<file path="src/rtl/array_result_drain_pkg.sv">
`default_nettype none
// ============================================================================
// Module   : array_result_drain_pkg
// Purpose  : Shared accelerator constants and the drain occupancy type, so
//            the PE array and the result drain agree on tile geometry.
// Revision : 1.0 - initial release
// ============================================================================
package array_result_drain_pkg;

  localparam int TILE_SIZE_DEF  = 4;
  localparam int DATA_WIDTH_DEF = 16;
  localparam int ACC_WIDTH_DEF  = 32;
  localparam int FRAC_BITS_DEF  = 8;

  // Number of tiles held in the ping-pong buffer (0..2).
  typedef logic [1:0] occ_t;

  localparam occ_t OCC_EMPTY = 2'd0;
  localparam occ_t OCC_FULL  = 2'd2;

endpackage : array_result_drain_pkg
`default_nettype wire

</file>
<file path="src/rtl/requant_sat.sv">
`default_nettype none
// ============================================================================
// Module   : requant_sat
// Purpose  : Combinational round-half-up, arithmetic right shift and signed
//            saturation of one accumulator element to the output width.
// Revision : 1.0 - initial release
// ============================================================================
module requant_sat
  import array_result_drain_pkg::*;
#(
  parameter int ACC_WIDTH  = ACC_WIDTH_DEF,
  parameter int DATA_WIDTH = DATA_WIDTH_DEF,
  parameter int FRAC_BITS  = FRAC_BITS_DEF
) (
  input  logic signed [ACC_WIDTH-1:0]  acc,
  output logic signed [DATA_WIDTH-1:0] q
);

  // Rounding constant is half an LSB of the result; zero when nothing is shifted out.
  localparam int RND_POS = (FRAC_BITS > 0) ? FRAC_BITS - 1 : 0;
  localparam logic signed [ACC_WIDTH:0] C_ROUND =
    (FRAC_BITS > 0) ? ((ACC_WIDTH+1)'(1) << RND_POS) : '0;

  // Saturation bounds sign-extended to the widened intermediate.
  localparam logic signed [ACC_WIDTH:0] C_MAX =
    {{(ACC_WIDTH+2-DATA_WIDTH){1'b0}}, {(DATA_WIDTH-1){1'b1}}};
  localparam logic signed [ACC_WIDTH:0] C_MIN =
    {{(ACC_WIDTH+2-DATA_WIDTH){1'b1}}, {(DATA_WIDTH-1){1'b0}}};

  logic signed [ACC_WIDTH:0] w_sum;
  logic signed [ACC_WIDTH:0] w_shifted;

  // One extra bit keeps the rounding add from wrapping near the positive limit.
  always_comb begin
    w_sum     = {acc[ACC_WIDTH-1], acc} + C_ROUND;
    w_shifted = w_sum >>> FRAC_BITS;
    if (w_shifted > C_MAX) begin
      q = {1'b0, {(DATA_WIDTH-1){1'b1}}};
    end else if (w_shifted < C_MIN) begin
      q = {1'b1, {(DATA_WIDTH-1){1'b0}}};
    end else begin
      q = w_shifted[DATA_WIDTH-1:0];
    end
  end

endmodule : requant_sat
`default_nettype wire

</file>
<file path="src/rtl/array_result_drain.sv">
`default_nettype none
// ============================================================================
// Module   : array_result_drain
// Purpose  : Captures requantised result tiles from the PE array into a
//            two-slot ping-pong buffer and streams them out row by row with
//            valid/ready handshaking. Dropped tiles raise a sticky flag.
// Revision : 1.0 - initial release
// ============================================================================
module array_result_drain
  import array_result_drain_pkg::*;
#(
  parameter int TILE_SIZE  = TILE_SIZE_DEF,
  parameter int DATA_WIDTH = DATA_WIDTH_DEF,
  parameter int ACC_WIDTH  = ACC_WIDTH_DEF,
  parameter int FRAC_BITS  = FRAC_BITS_DEF,
  localparam int IDX_W     = (TILE_SIZE > 1) ? $clog2(TILE_SIZE) : 1
) (
  input  logic                         clk,
  input  logic                         rst_n,
  input  logic                         valid_in,
  input  logic signed [ACC_WIDTH-1:0]  result_in [TILE_SIZE][TILE_SIZE],
  output logic                         in_ready,
  output logic                         out_valid,
  input  logic                         out_ready,
  output logic signed [DATA_WIDTH-1:0] out_row [TILE_SIZE],
  output logic [IDX_W-1:0]             out_row_idx,
  output logic                         out_last,
  output logic                         overflow_err
);

  localparam logic [IDX_W-1:0] C_LAST_ROW = IDX_W'(TILE_SIZE - 1);

  logic signed [DATA_WIDTH-1:0] w_q   [TILE_SIZE][TILE_SIZE];
  logic signed [DATA_WIDTH-1:0] r_mem [2][TILE_SIZE][TILE_SIZE];

  occ_t             r_occ;
  logic             r_wr_ptr;
  logic             r_rd_ptr;
  logic [IDX_W-1:0] r_row;
  logic             r_ovf;

  logic w_hs;
  logic w_final;
  logic w_accept;
  logic w_drop;

  // Requantisation happens at capture so the buffer holds output-width data.
  for (genvar i = 0; i < TILE_SIZE; i++) begin : g_row
    for (genvar j = 0; j < TILE_SIZE; j++) begin : g_col
      requant_sat #(
        .ACC_WIDTH  (ACC_WIDTH),
        .DATA_WIDTH (DATA_WIDTH),
        .FRAC_BITS  (FRAC_BITS)
      ) u_requant (
        .acc (result_in[i][j]),
        .q   (w_q[i][j])
      );
    end
  end

  // Handshake decode; a retiring tile frees its slot for a same-cycle capture.
  always_comb begin
    w_hs     = out_valid & out_ready;
    w_final  = w_hs & out_last;
    w_accept = valid_in & ((r_occ < OCC_FULL) | w_final);
    w_drop   = valid_in & ~w_accept;
  end

  // Tile storage is not reset; empty slots hold don't-care data.
  always_ff @(posedge clk) begin
    if (w_accept) begin
      for (int i = 0; i < TILE_SIZE; i++) begin
        for (int j = 0; j < TILE_SIZE; j++) begin
          r_mem[r_wr_ptr][i][j] <= w_q[i][j];
        end
      end
    end
  end

  // Pointers, occupancy, row counter and sticky overflow flag.
  always_ff @(posedge clk or negedge rst_n) begin
    if (!rst_n) begin
      r_occ    <= OCC_EMPTY;
      r_wr_ptr <= 1'b0;
      r_rd_ptr <= 1'b0;
      r_row    <= '0;
      r_ovf    <= 1'b0;
    end else begin
      if (w_accept) begin
        r_wr_ptr <= ~r_wr_ptr;
      end
      if (w_hs) begin
        r_row <= w_final ? '0 : r_row + IDX_W'(1);
      end
      if (w_final) begin
        r_rd_ptr <= ~r_rd_ptr;
      end
      case ({w_accept, w_final})
        2'b10:   r_occ <= r_occ + occ_t'(1);
        2'b01:   r_occ <= r_occ - occ_t'(1);
        default: r_occ <= r_occ;
      endcase
      if (w_drop) begin
        r_ovf <= 1'b1;
      end
    end
  end

  // Output presentation from registered state; zeros while nothing is valid.
  always_comb begin
    out_valid    = (r_occ != OCC_EMPTY);
    in_ready     = (r_occ < OCC_FULL);
    overflow_err = r_ovf;
    out_last     = out_valid & (r_row == C_LAST_ROW);
    out_row_idx  = out_valid ? r_row : '0;
    for (int c = 0; c < TILE_SIZE; c++) begin
      out_row[c] = out_valid ? r_mem[r_rd_ptr][r_row][c] : '0;
    end
  end

endmodule : array_result_drain
`default_nettype wire

</file>
<file path="config.mk">
export PLATFORM = sky130hd
export DESIGN_NAME = array_result_drain
export DESIGN_NICKNAME = d
export VERILOG_FILES = /design/src/rtl/array_result_drain_pkg.sv /design/src/rtl/requant_sat.sv /design/src/rtl/array_result_drain.sv
export SDC_FILE = /design/constraint.sdc
export NUM_CORES = 1
export LEC_CHECK = 0
export CAP_MARGIN = 0
export CORE_AREA = 2 2 250 252
export CTS_CLUSTER_DIAMETER = 50
export CTS_CLUSTER_SIZE = 8
export DETAILED_ROUTE_END_ITERATION = 12
export DIE_AREA = 0 0 252 254
export GPL_ROUTABILITY_DRIVEN = 0
export PLACE_DENSITY_LB_ADDON = 0.25
export SKIP_LAST_GASP = 1
export SYNTH_ARGS = -nofsm -noshare
export SYNTH_HDL_FRONTEND = slang
export SYNTH_HIERARCHICAL = 1
export SYNTH_SLANG_ARGS = --single-unit
export TNS_END_PERCENT = 30
</file>
<file path="constraint.sdc">
create_clock -name clk -period 22.3 [get_ports clk]
set_input_delay 4.46 -clock clk [delete_from_list [all_inputs] [get_ports clk]]
set_output_delay 4.46 -clock clk [all_outputs]
set_load 0.005 [all_outputs]
</file>
==> impl_metrics.ini <==
[outcome]
status = finished, final reports clean

[clock_tree]
cts_resized = 0
htreeDepth = 3
clk_path_buf_depth = 3
clk_pin_slew_ns = 0.05
cts_setup_buffers = 0
clock_latency_ns = 0.62
hold_buffers = 0
cts_tree = yes
numClockSinks = 519
root_buffer = clkbuf_16
cts_buffers = 79

[routing]
vias = 23338
remaining_drc_errors = 0
via_per_inst = 6.137
first_iter_violations = 1976
wl_per_cell_um = 21.71
firstDrtPassIters = 5
wirelength_um = 82550
ant_nets = 0

[place]
postPlaceCellArea_um2 = 35440
place_hpwl_um = 58880
portBuffers = 473
pre_cts_ws_ns = 13.50

[worst_hold_path]
hold_class = reg -> reg

[global_route]
grt_pass1_vias = 22996
grt_max_degree = 129
antenna_found_initial = 17
track_usage_pct = 25.17
grt_pass1_wl_um = 127200
grt.overflow.total = 0

[logic_synthesis]
syn_avg_cell_area_um2 = 12.05
synthesis.area_um2 = 30410
synthDistinctLibCells = 49
synth.top_cells.by_count = edfxtp_1 (512), mux2i_1 (192), nand3_1 (176)
synth_top_area_share_pct = 50.56
ys_warn_count = 6
synth_ff_type = edfxtp_1
ys_seq_elements = 519
yosysMostFrequentCell = edfxtp_1
yosysSeqAreaShare_pct = 51.13
yosys-top-cells-area = edfxtp_1 (51%), mux2i_1 (6.3%), o21ai_2 (4.6%)
synth_cells = 2524
synth_nets = 3058
synth-edff-count = 512
synth_top_area_cell = edfxtp_1
async_reset_ff_share_pct = 1.349

[timing]
tightest_slew_ns = 1.077
finClkSkew_ns = 0.02181
fin_crit_sh_pct = 42.15
drv_slew = 0
hold_violations = 0
max_slew_margin_pct = 28.05
setup_ws_ns = 12.90
fmax_ghz = 0.1064
finalSetupViolations = 0
min_period_ns = 9.398
rsz0062_at_grt = false
setup_tns_ns = 0

[power]
comb_power_share_pct = 37.0
vdd_drop_max_mv = 0.09296
cellPowerDensity_nw_per_um2 = 102.4
switchingPower_w = 0.001265
seqPwrFrac_pct = 35.2
p_sw_share_pct = 32.77
p_int_w = 0.002595
p_clk_share_pct = 27.8
cellLeakagePower_nw = 12.27

[layout]
fin_nets = 3508
n_fill_cell = 4772
drive_gt1_share_pct = 14.65
synthToLayoutAreaGrowth_pct = 23.99
multi_input_area_um2 = 13710
final-seq-area_um2 = 15560
fin_area_um2 = 37710

[worst_setup_path]
cp.required_ns = 17.84
arrival_ns = 4.94
crit_slowest_cell = dfrtp_4
critPathKind = reg -> out
crit_path_start_kind = flip-flop
path_cells = buf_4 > buf_4 > mux2i_1 > o32ai_1 > a211o_1 > clkdlybuf4s50_1
crit_path_end_kind = output pin
critPathMaxFanout = 62
worst_path_most_repeated_cell = buf_4
slowest_delay_ns = 1.12

[die]
rows = 91
die_h_um = 254
io_pins = 586
start_util_pct = 49.65
core_area_um2 = 61260
dieArea_um2 = 64010
die_w_um = 252

[job]
maxCapViolCount = 0
[cells by family after synthesis]
kind of cell / count (synthesis) / synth area share [%]
buf+inv: 188 / 3.855
flops: 519 / 51.13
compound gates: 488 / 12.99
xor+xnor: 245 / 7.056
fa+ha+maj: 34 / 1.267
mux: 257 / 9.183
simple gates: 793 / 14.51
[power by group through the flow]
stage / logic (W) / registers, W / clock network, W
floorplan: 0.000850 / 0.00140 / 0
global placement: 0.00142 / 0.00137 / 0
detailed placement: 0.00143 / 0.00138 / 0
CTS: 0.00144 / 0.00136 / 0.00109
global route: 0.00152 / 0.00137 / 0.00113
finish: 0.00143 / 0.00136 / 0.00107
[layout make-up]
class                           count  share of cell area [%]
Sequential cell                   519                   41.26
Multi-Input combinational cell   1817                   36.36
Timing Repair Buffer              505                   13.23
Clock buffer                       91                   5.362
Tap cell                          790                   2.621
Clock inverter                     19                  0.5906
Inverter                           52                  0.5176
Antenna cell                       10                 0.06636
[worst max-delay path, delay by kind of cell (launching register included)]
family	cells	cell delay, ns
flops	1	1.12
mux	1	0.17
buf+inv	3	2.20
compound gates	2	0.76
[per-layer routing]
| layer | track usage (%) | part of all wire, % |
|---|---|---|
| met1 | 33.03 | 42 |
| met2 | 41.77 | 48 |
| met3 | 4.732 | 6.3 |
| met4 | 9.045 | 3.5 |
| met5 | 0 | 0.12 |
[through the flow]
stage | hold WS (ns) | power [W] | util [%] | std cells
finish | 0.5058 | 0.003860 | 61.56 | 3803
global route | 0.5293 | 0.004020 | 61.55 | 3801
CTS | 0.5022 | 0.003890 | 61.52 | 3793
detailed placement | 0.4871 | 0.002809 | 57.85 | 3683
global placement | 0.4805 | 0.002785 | 57.85 | 3683
floorplan | 0.4608 | 0.002251 | - | 2524
[state kept, by name, summed over array words and instances (netlist names)]
name / count
r_occ: 2
r_wr_ptr: 1
overflow_err: 1
r_mem: 512
r_rd_ptr: 1
r_row: 2
[path summary, 6_finish.rpt]
| check | from | end | slack, ns | depth (start not counted) |
|---|---|---|---|---|
| max | r_rd_ptr | out_row[19] | 12.90 | 6 |
| min | overflow_err | overflow_err | 0.51 | 1 |
| max reg2reg | r_row[0] | r_mem[0][208] | 17.55 | 8 |
| min reg2reg | overflow_err | overflow_err | 0.51 | 1 |
| max in group asynchronous | rst_n | r_rd_ptr | 17.92 | 1 |
| min in group asynchronous | rst_n | r_occ[0] | 4.10 | 1 |
[layout by cell type (no fill, tap or decap), types with 5 or more instances in the layout]
cell type	instances
edfxtp_1	512
clkdlybuf4s50_1	473
mux2i_1	192
nand3_1	176
o21ai_2	160
xor2_1	144
nor3_1	113
nor2_1	113
xnor2_1	101
nand2_1	98
o21ai_0	97
nand4_1	80
clkbuf_16	79
o32ai_1	64
a211o_1	64
and3_1	64
inv_1	52
mux2_4	37
or3_1	32
and4_1	32
buf_4	31
mux2_2	28
ha_1	18
nand4_2	16
nor4_2	16
maj3_1	16
a21oi_1	16
o31a_1	16
or4_2	16
a31oi_1	16
o2111ai_1	16
or3_2	16
nor4_1	16
a41oi_1	16
a32oi_2	16
clkbuf_1	12
diode_2	10
clkinv_1	6
dfrtp_1	5
(Power assumes the default switching activity.)
